**config.mk**
```make
export PLATFORM = sky130hd
export DESIGN_NAME = seg_scan_decoder_flat
export DESIGN_NICKNAME = d
export VERILOG_FILES = /design/src/rtl/seg_scan_if.sv /design/src/rtl/seg_scan_decoder.sv /design/src/flat_wrapper.sv
export SDC_FILE = /design/constraint.sdc
export NUM_CORES = 1
export LEC_CHECK = 0
export ABC_AREA = 0
export CAP_MARGIN = 20
export CORE_UTILIZATION = 53
export CTS_CLUSTER_DIAMETER = 120
export DETAILED_ROUTE_END_ITERATION = 8
export PLACE_DENSITY = 0.8
export SYNTH_ARGS = -nofsm -noshare
export SYNTH_HDL_FRONTEND = slang
export SYNTH_SLANG_ARGS = --single-unit
```
**constraint.sdc**
```tcl
create_clock -name clk -period 2.5 [get_ports clk]
set_input_delay 0.25 -clock clk [delete_from_list [all_inputs] [get_ports clk]]
set_output_delay 0.25 -clock clk [all_outputs]
set_load 0.03 [all_outputs]
```
**src/rtl/seg_scan_if.sv**
```systemverilog
// Seven-segment scan bus as seen by the decoder: the multiplexed segment
// lines and digit select coming in, the recovered digits and status going out.
interface seg_scan_if #(
    parameter int NUM_DIGITS = 6
);
    logic                    enable;
    logic                    clear;
    logic                    common_anode;
    logic [6:0]              seg_data;
    logic [NUM_DIGITS-1:0]   digit_sel;
    logic [4*NUM_DIGITS-1:0] bcd_out;
    logic [NUM_DIGITS-1:0]   blank_out;
    logic [NUM_DIGITS-1:0]   valid_out;
    logic                    frame_done;
    logic                    err;
    logic [1:0]              err_code;

    // Drives the display bus and reads back the recovered digits.
    modport master (
        output enable, clear, common_anode, seg_data, digit_sel,
        input  bcd_out, blank_out, valid_out, frame_done, err, err_code
    );

    // The decoder itself.
    modport slave (
        input  enable, clear, common_anode, seg_data, digit_sel,
        output bcd_out, blank_out, valid_out, frame_done, err, err_code
    );
endinterface

```
**src/rtl/seg_scan_decoder.sv**
```systemverilog
// Snoops a multiplexed seven-segment bus and rebuilds the BCD value shown on
// each digit. A {select, pattern} sample must stay identical for
// STABLE_CYCLES enabled cycles before it is captured; the capture lands on
// the outputs one cycle after the stability count completes.
module seg_scan_decoder #(
    parameter int NUM_DIGITS    = 6,
    parameter int STABLE_CYCLES = 4,
    parameter int CNT_W         = 3
) (
    input  logic      clk,
    input  logic      rst_n,
    seg_scan_if.slave scan
);
    typedef enum logic [1:0] {IDLE, TRACK, HOLD} state_e;

    typedef struct packed {
        logic       legal;
        logic       blank;
        logic [3:0] val;
    } dec_t;

    localparam logic [1:0] ERR_ILLEGAL = 2'b01;
    localparam logic [1:0] ERR_MULTI   = 2'b10;

    state_e                  state_q, state_d;
    logic [CNT_W-1:0]        cnt_q, cnt_d;
    logic [NUM_DIGITS-1:0]   sel_q;
    logic [6:0]              pat_q;
    logic                    cap_req_q, cap_req_d;
    logic                    mh_req_q, mh_req_d;
    logic [4*NUM_DIGITS-1:0] bcd_q, bcd_d;
    logic [NUM_DIGITS-1:0]   blank_q, blank_d;
    logic [NUM_DIGITS-1:0]   valid_q, valid_d;
    logic [NUM_DIGITS-1:0]   mask_q, mask_d;
    logic                    frame_q, frame_d;
    logic                    err_q, err_d;
    logic [1:0]              code_q, code_d;

    logic [6:0] pat_in;
    logic       sel_onehot;
    logic       sel_multi;
    logic       same;
    dec_t       dec;

    function automatic dec_t decode(input logic [6:0] p);
        dec_t d;
        d = '{legal: 1'b1, blank: 1'b0, val: 4'd0};
        case (p)
            7'b1111110: d.val = 4'd0;
            7'b0110000: d.val = 4'd1;
            7'b1101101: d.val = 4'd2;
            7'b1111001: d.val = 4'd3;
            7'b0110011: d.val = 4'd4;
            7'b1011011: d.val = 4'd5;
            7'b0011111: d.val = 4'd6;
            7'b1110000: d.val = 4'd7;
            7'b1111111: d.val = 4'd8;
            7'b1110011: d.val = 4'd9;
            7'b0000000: d.blank = 1'b1;
            default:    d.legal = 1'b0;
        endcase
        return d;
    endfunction

    assign pat_in     = scan.common_anode ? ~scan.seg_data : scan.seg_data;
    assign sel_onehot = (scan.digit_sel != '0) &&
                        ((scan.digit_sel & (scan.digit_sel - NUM_DIGITS'(1))) == '0);
    assign sel_multi  = (scan.digit_sel != '0) && !sel_onehot;
    assign same       = (scan.digit_sel == sel_q) && (pat_in == pat_q);
    assign dec        = decode(pat_q);

    // Stability FSM: count identical one-hot samples, request one capture per run.
    always_comb begin
        // NOTE: every combinational output gets a default first so no path
        // leaves it unassigned and no latch is inferred.
        state_d   = state_q;
        cnt_d     = cnt_q;
        cap_req_d = 1'b0;
        mh_req_d  = sel_multi && !same;
        case (state_q)
            IDLE: begin
                if (sel_onehot) begin
                    state_d = TRACK;
                    cnt_d   = CNT_W'(1);
                end else begin
                    cnt_d = '0;
                end
            end
            TRACK: begin
                if (!sel_onehot) begin
                    state_d = IDLE;
                    cnt_d   = '0;
                end else if (same) begin
                    cnt_d = cnt_q + CNT_W'(1);
                    if (cnt_d == CNT_W'(STABLE_CYCLES)) begin
                        state_d   = HOLD;
                        cap_req_d = 1'b1;
                    end
                end else begin
                    cnt_d = CNT_W'(1);
                end
            end
            HOLD: begin
                if (!sel_onehot) begin
                    state_d = IDLE;
                    cnt_d   = '0;
                end else if (!same) begin
                    state_d = TRACK;
                    cnt_d   = CNT_W'(1);
                end
            end
            default: begin
                state_d = IDLE;
                cnt_d   = '0;
            end
        endcase
    end

    // Sample registers and FSM state; all frozen while enable is low.
    always_ff @(posedge clk or negedge rst_n) begin
        // NOTE: sequential state uses non-blocking assignments so every
        // register samples the pre-edge value of every other register.
        if (!rst_n) begin
            state_q   <= IDLE;
            cnt_q     <= '0;
            sel_q     <= '0;
            pat_q     <= '0;
            cap_req_q <= 1'b0;
            mh_req_q  <= 1'b0;
        end else if (scan.enable) begin
            state_q   <= state_d;
            cnt_q     <= cnt_d;
            sel_q     <= scan.digit_sel;
            pat_q     <= pat_in;
            cap_req_q <= cap_req_d;
            mh_req_q  <= mh_req_d;
        end else if (scan.clear) begin
            cap_req_q <= 1'b0;
            mh_req_q  <= 1'b0;
        end
    end

    // Capture stage: write the held sample into its digit, track frame coverage.
    always_comb begin
        bcd_d   = bcd_q;
        blank_d = blank_q;
        valid_d = valid_q;
        mask_d  = mask_q;
        frame_d = 1'b0;
        err_d   = 1'b0;
        code_d  = 2'b00;
        if (scan.clear) begin
            bcd_d   = '0;
            blank_d = '1;
            valid_d = '0;
            mask_d  = '0;
        end else if (scan.enable) begin
            if (&mask_q) begin
                frame_d = 1'b1;
                mask_d  = '0;
            end
            if (cap_req_q) begin
                if (!dec.legal) begin
                    err_d  = 1'b1;
                    code_d = ERR_ILLEGAL;
                end
                for (int i = 0; i < NUM_DIGITS; i++) begin
                    if (sel_q[i]) begin
                        valid_d[i] = dec.legal;
                        if (dec.legal) begin
                            bcd_d[4*i +: 4] = dec.val;
                            blank_d[i]      = dec.blank;
                            mask_d[i]       = 1'b1;
                        end
                    end
                end
            end else if (mh_req_q) begin
                err_d  = 1'b1;
                code_d = ERR_MULTI;
            end
        end
    end

    // Output registers.
    always_ff @(posedge clk or negedge rst_n) begin
        if (!rst_n) begin
            bcd_q   <= '0;
            blank_q <= '1;
            valid_q <= '0;
            mask_q  <= '0;
            frame_q <= 1'b0;
            err_q   <= 1'b0;
            code_q  <= 2'b00;
        end else begin
            bcd_q   <= bcd_d;
            blank_q <= blank_d;
            valid_q <= valid_d;
            mask_q  <= mask_d;
            frame_q <= frame_d;
            err_q   <= err_d;
            code_q  <= code_d;
        end
    end

    assign scan.bcd_out    = bcd_q;
    assign scan.blank_out  = blank_q;
    assign scan.valid_out  = valid_q;
    assign scan.frame_done = frame_q;
    assign scan.err        = err_q;
    assign scan.err_code   = code_q;
endmodule
```
**src/flat_wrapper.sv**
```systemverilog
// flat-port wrapper written by rule: the top's interface ports become plain ports
module seg_scan_decoder_flat 
#(
    parameter int NUM_DIGITS    = 6,
    parameter int STABLE_CYCLES = 4,
    parameter int CNT_W         = 3
)
  (clk, rst_n, scan_enable, scan_clear, scan_common_anode, scan_seg_data, scan_digit_sel, scan_bcd_out, scan_blank_out, scan_valid_out, scan_frame_done, scan_err, scan_err_code);
  seg_scan_if #(.NUM_DIGITS(NUM_DIGITS)) scan_i ();
  input  logic clk;
  input  logic rst_n;
  input wire logic [$bits(scan_i.enable)-1:0] scan_enable;
  input wire logic [$bits(scan_i.clear)-1:0] scan_clear;
  input wire logic [$bits(scan_i.common_anode)-1:0] scan_common_anode;
  input wire logic [$bits(scan_i.seg_data)-1:0] scan_seg_data;
  input wire logic [$bits(scan_i.digit_sel)-1:0] scan_digit_sel;
  output wire logic [$bits(scan_i.bcd_out)-1:0] scan_bcd_out;
  output wire logic [$bits(scan_i.blank_out)-1:0] scan_blank_out;
  output wire logic [$bits(scan_i.valid_out)-1:0] scan_valid_out;
  output wire logic [$bits(scan_i.frame_done)-1:0] scan_frame_done;
  output wire logic [$bits(scan_i.err)-1:0] scan_err;
  output wire logic [$bits(scan_i.err_code)-1:0] scan_err_code;
  assign scan_i.enable = scan_enable;
  assign scan_i.clear = scan_clear;
  assign scan_i.common_anode = scan_common_anode;
  assign scan_i.seg_data = scan_seg_data;
  assign scan_i.digit_sel = scan_digit_sel;
  assign scan_bcd_out = scan_i.bcd_out;
  assign scan_blank_out = scan_i.blank_out;
  assign scan_valid_out = scan_i.valid_out;
  assign scan_frame_done = scan_i.frame_done;
  assign scan_err = scan_i.err;
  assign scan_err_code = scan_i.err_code;
  seg_scan_decoder #(.NUM_DIGITS(NUM_DIGITS), .STABLE_CYCLES(STABLE_CYCLES), .CNT_W(CNT_W)) u_core (.clk(clk), .rst_n(rst_n), .scan(scan_i));
endmodule
```
# Yosys cells after proc, flatten, opt, wreduce, memory -nomap -nowiden
# Index checks and enable logic that the tools add are counted.
[op_classes]
bitwise = 2
mux = 82
n_addsub = 2
reduce_logical = 35
n_eq_ne = 19
[op_table]
columns = ["op", "count"]
rows = [
  ["two-way mux 24 bit", 3],
  ["two-way mux 6 bit", 10],
  ["== test 7 bit, second input constant", 7],
  ["two-way mux 1 bit", 44],
  ["one-hot mux 4 bit (9 select lines)", 1],
  ["two-way mux 4 bit", 7],
  ["AND reduction 4 bit", 6],
  ["two-way mux 2 bit", 10],
  ["AND reduction 3 bit", 6],
  ["nonzero test 2 bit", 9],
  ["== test 7 x 6 -> 1 bit, second input constant", 2],
  ["two-way mux 3 bit", 4],
  ["OR reduction 11 bit", 1],
  ["inequality test 3 bit, second input constant", 3],
  ["one-hot mux 3 bit (3 select lines)", 1],
  ["== test 7 x 5 -> 1 bit, second input constant", 1],
  ["== test 7 bit", 1],
  ["logical NOT 7 bit", 1],
  ["two-way mux 7 bit", 1],
  ["NOT 7 bit", 1],
  ["AND 6 bit", 1],
  ["== test 6 bit", 1],
  ["logical NOT 6 bit", 1],
  ["one-hot mux 2 bit (3 select lines)", 1],
  ["13 further kinds", 17],
]
[word_totals]
regBits = 66
wordCells = 168
in_bits = 18
output_inout_bits = 40

# Logic depth before layout (Yosys ltp)
[logic_depth]
word_depth = 8
depth_mapped = 8
mapped_depth_nobuf = 6

# Least setup slack after synthesis
# Ideal clock, no wire load.
[synth_path]
path_type = "register to register"
startpoint = "register u_core.sel_q[5]"
endpoint = "register u_core.state_q[1]"
setup_ns = 0.074
slack_ns = 0.389
arrival_time_ns = 2.037
stages_incl_launch_ff = 8
period_less_slack_ns = 2.111
path_cell_list = "dfrtp_1 > buf_6 > xor2_1 > nor4_2 > o2111ai_1 > or4_4 > or3_4 > o21ai_2"
[synth_via]
elab_chain_cells = 4
word_cells_on_any_way = 5
[synth_lines]
columns = ["element", "line", "rtl"]
rows = [
  ["start: declaration", "seg_scan_decoder.sv:27", "logic [NUM_DIGITS-1:0] sel_q;"],
  ["start signal: assignment", "seg_scan_decoder.sv:133", "sel_q <= scan.digit_sel;"],
  ["== test 6 bit *", "seg_scan_decoder.sv:69", "assign same = (scan.digit_sel == sel_q) && (pat_in == pat_q);"],
  ["logical AND 1 bit *", "seg_scan_decoder.sv:69", ""],
  ["inequality test 3 bit (no source line)", "-", ""],
  ["AND reduction 5 bit (no source line) *", "-", ""],
  ["end signal: assignment", "seg_scan_decoder.sv:131", "state_q <= state_d;"],
  ["end: declaration", "seg_scan_decoder.sv:25", "state_e state_q, state_d;"],
]
# Mark *: on every way between the ends. The rest lies on a longest branch, timed or not.
# A chain may end at the register's enable or synchronous reset.

# Worst setup path in the final report
[layout_path]
startpoint = "register u_core.pat_q[1]"
endpoint = "register u_core.cnt_q[1]"
[layout_via]
elab_chain_cells = 5
word_cells_on_any_way = 7
[layout_lines]
columns = ["element", "line", "rtl"]
rows = [
  ["start: declaration", "seg_scan_decoder.sv:28", "logic [6:0] pat_q;"],
  ["start signal: assignment", "seg_scan_decoder.sv:134", "pat_q <= pat_in;"],
  ["== test 7 bit *", "seg_scan_decoder.sv:69", ""],
  ["logical AND 1 bit *", "seg_scan_decoder.sv:69", ""],
  ["two-way mux 3 bit", "seg_scan_decoder.sv:93", "end else if (same) begin"],
  ["two-way mux 3 bit", "seg_scan_decoder.sv:90", "if (!sel_onehot) begin"],
  ["one-hot mux 3 bit (3 select lines)", "seg_scan_decoder.sv:80", "case (state_q)"],
  ["end signal: assignment", "seg_scan_decoder.sv:132", "cnt_q <= cnt_d;"],
  ["end: declaration", "seg_scan_decoder.sv:26", "logic [CNT_W-1:0] cnt_q, cnt_d;"],
]
# Marked as above.

==> impl_metrics.ini <==
[synthesis]
syn_nets = 377
synth_top_family_by_area = compound AO/OA/AOI/OAI gates
synthTopCellsByArea = dfrtp_1 (43%), dfstp_2 (4.6%), a22o_1 (4.6%)
synth-compound-area-share = 0.184
synth-simple-area-share = 0.178
async_flop_share = 1.00
synth_edf_count = 0
ys_ff_latch = 66
netlist_area_um2 = 3460
synthMuxAreaShare = 0.0369
synth_cell_type_count = 53
synthXorXnorAreaFrac = 0.0557
yosys.cell_count.top_type = dfrtp_1
synthFlopType = dfrtp_1
synth_top_area_cell = dfrtp_1
seq_area_frac_synth = 0.480
syn-instance-count = 357
synth.avg_cell_area_um2 = 9.69
ys_top_cells_by_count = dfrtp_1 (60), nor2_1 (32), nand2_1 (30)
yosys_warnings = 0
synth_top_area_frac = 0.434
synth_adder_area_share = 0.0101

[grt]
grt_max_degree = 35
grt_pass1_wl_um = 12900
use_met2 = 0.407
first_global_vias = 2693
antenna_found_initial = 0
grt_overflow_total = 0
met3_usage = 0.0459
top_usage_layer = met2
track_usage = 0.255
grtUsageMet1 = 0.344

[drt]
drc = 0
viasPerCell = 5.93
dr.pass1.iters = 5
drtIter0Drc = 219
vias = 2959
postRouteAntennaNets = 0
wl_um = 8050
wire_per_inst_um = 16.1

[clock_network]
cts-htree-levels = 3
cts-root-buf = clkbuf_8
cts_max_path_buffers = 2
clkLatencyLatePin_ns = 0.34
cts_made_buffers = 9
cts.clk_slew.worst_paths_ns = 0.07
cts.sink_count = 66
cts_setup_buffers = 0
cts_tree = built

[final_layout]
syn_to_final_growth_pct = 25.6
diodes = 0
drive_above_1_share = 0.154
layout.cells.non_filler = 499
finalNetCount = 437

[placed_design]
dp.cells = 482
dp_slack_ns = 0.0719
routabilityCongestion = 0.921
dpl.hpwl_um = 5870
port_buffers = 57

[power]
peakVddDrop_v = 0.000414
p_leak_nw = 1.85
power_density_nw_per_um2 = 548

[timing]
skew_ns = 0.00842
slew_headroom = 0.637
finalSetupTns_ns = 0
fin_crit_sh = 0.945
final_hold_viol_count = 0
worst_pin_slew_ns = 0.545
finalMaxSlewViolations = 0
fin_crit_ns = 2.36
rsz0062_at_grt = false
worst_slack_ns = 0.138
setup-violations-final = 0
clock.fmax_mhz = 423

[floorplanning]
dieArea_um2 = 6850
io_pins = 58
dieWidth_um = 82.8
initial_utilization = 0.548
die_h_um = 82.8
num_rows = 29
coreArea_um2 = 6310

[setup_path]
rr_worst_depth = 7
crit_path_cell_trace = inv_1, a221oi_1, o2111ai_1, or4_4, buf_4, o21ai_0, a22o_1
worstSetupStartpointType = flip-flop
critPathKind = reg2reg
worstSetupPathDepth = 7
worstPathArrival_ns = 2.64
cp_max_fo = 10
critPathCaptureType = flip-flop
crit_buf_inv = 2
slowest_delay_ns = 0.56
crit_family = compound AO/OA/AOI/OAI gates
cp_slowest_cell = or4_4
required_ns = 2.78
r2r_setup_slack_ns = 0.14

[outcome]
status = completed

[min_path]
hp-class = in2async

[job]
cap_violations = 0
## layer usage
metal  wire (µm)  part of all wire  vias to the layer above
met3         392             0.049                       19
met1        3670              0.46                     1451
li1            -                 -                     1390
met4         123             0.015                        0
met5           0                 0                        -
met2        3860              0.48                       99
## worst paths after layout
kind                            startpoint                        to
min in group clk           u_core.mh_req_q           u_core.mh_req_q
max in group asynchronous            rst_n  u_core.scan.blank_out[4]
hold reg to reg            u_core.mh_req_q           u_core.mh_req_q
setup reg to reg           u_core.pat_q[1]           u_core.cnt_q[1]
setup / recovery           u_core.pat_q[1]           u_core.cnt_q[1]
hold / removal                       rst_n   u_core.scan.err_code[0]
## through the flow
stage,hold slack (ns),utilization,total power (W),cell area (µm²)
floorplan,-0.0456,-,0.00139,3460
global placement,0.269,0.656,0.00151,4140
detailed placement,0.269,0.656,0.00152,4140
CTS,0.447,0.688,0.00240,4340
global route,0.493,0.688,0.00248,4350
finish,0.428,0.688,0.00238,4350
## cells by family (layout without fill, tap and decap cells)
kind of cell    after synthesis  count (layout)
simple gates                121             121
compound gates               94              94
flops                        66              66
buf+inv                      39             104
xor+xnor                     22              22
mux                          12              12
fa+ha+maj                     3               3
## registers in the layout (all words and copies together) (netlist names)
signal,cells
u_core.scan.blank_out,6
u_core.scan.err_code,2
u_core.pat_q,7
u_core.scan.bcd_out,24
u_core.state_q,2
u_core.scan.valid_out,6
u_core.cap_req_q,1
u_core.scan.err,1
u_core.mh_req_q,1
u_core.sel_q,6
u_core.mask_q,6
u_core.cnt_q,3
u_core.scan.frame_done,1
## power breakdown
part           switching (W)  leakage [nW]  internal [W]  total [W]
Combinational       0.000201         0.886      0.000157   0.000358
Sequential         0.0000565         0.862       0.00110    0.00115
Clock               0.000413        0.0990      0.000458   0.000871
Total               0.000671          1.85       0.00171    0.00238
## area by class of cell
| cell class | instances | area, µm² |
|---|---|---|
| clock inverter | 7 | 70.1 |
| timing repair buffer | 81 | 761 |
| inverter | 7 | 26.3 |
| tap | 77 | 96.3 |
| multi-input combinational | 252 | 1610 |
| clock buffer | 9 | 124 |
| fill | 494 | 1970 |
| sequential | 66 | 1660 |
## cell usage in the layout, fill, tap and decap left out, types with 3 or more instances in the layout
cell | netlist | routed
nand2_1 | 30 | 30
a21oi_1 | 18 | 18
o2111ai_1 | 3 | 3
mux2_2 | 6 | 6
nor2b_1 | 13 | 13
mux2i_1 | 6 | 6
xor2_1 | 7 | 7
inv_1 | 7 | 7
nand4_1 | 3 | 3
a22o_2 | 3 | 3
dfrtp_1 | 60 | 60
nand3_1 | 11 | 11
a31oi_1 | 10 | 10
buf_4 | 6 | 22
clkbuf_8 | 0 | 9
or2_2 | 3 | 3
clkdlybuf4s50_1 | 0 | 56
a22o_1 | 18 | 18
clkinv_2 | 0 | 3
nor4_1 | 6 | 6
o21ai_0 | 24 | 24
nor3b_1 | 4 | 4
xnor2_1 | 15 | 15
nor3_1 | 4 | 4
nor2_1 | 32 | 31
nand2b_1 | 4 | 4
dfstp_2 | 6 | 6
## what timing repair did
| item | CTS | global route |
|---|---|---|
| endpoints found under the setup margin | 0 | 6 |
| resized for setup | 0 | 1 |
| endpoints found under the hold margin | 23 | 0 |
| hold buffers | 1 | 0 |
Note: power is estimated with default switching activity, not from simulation.
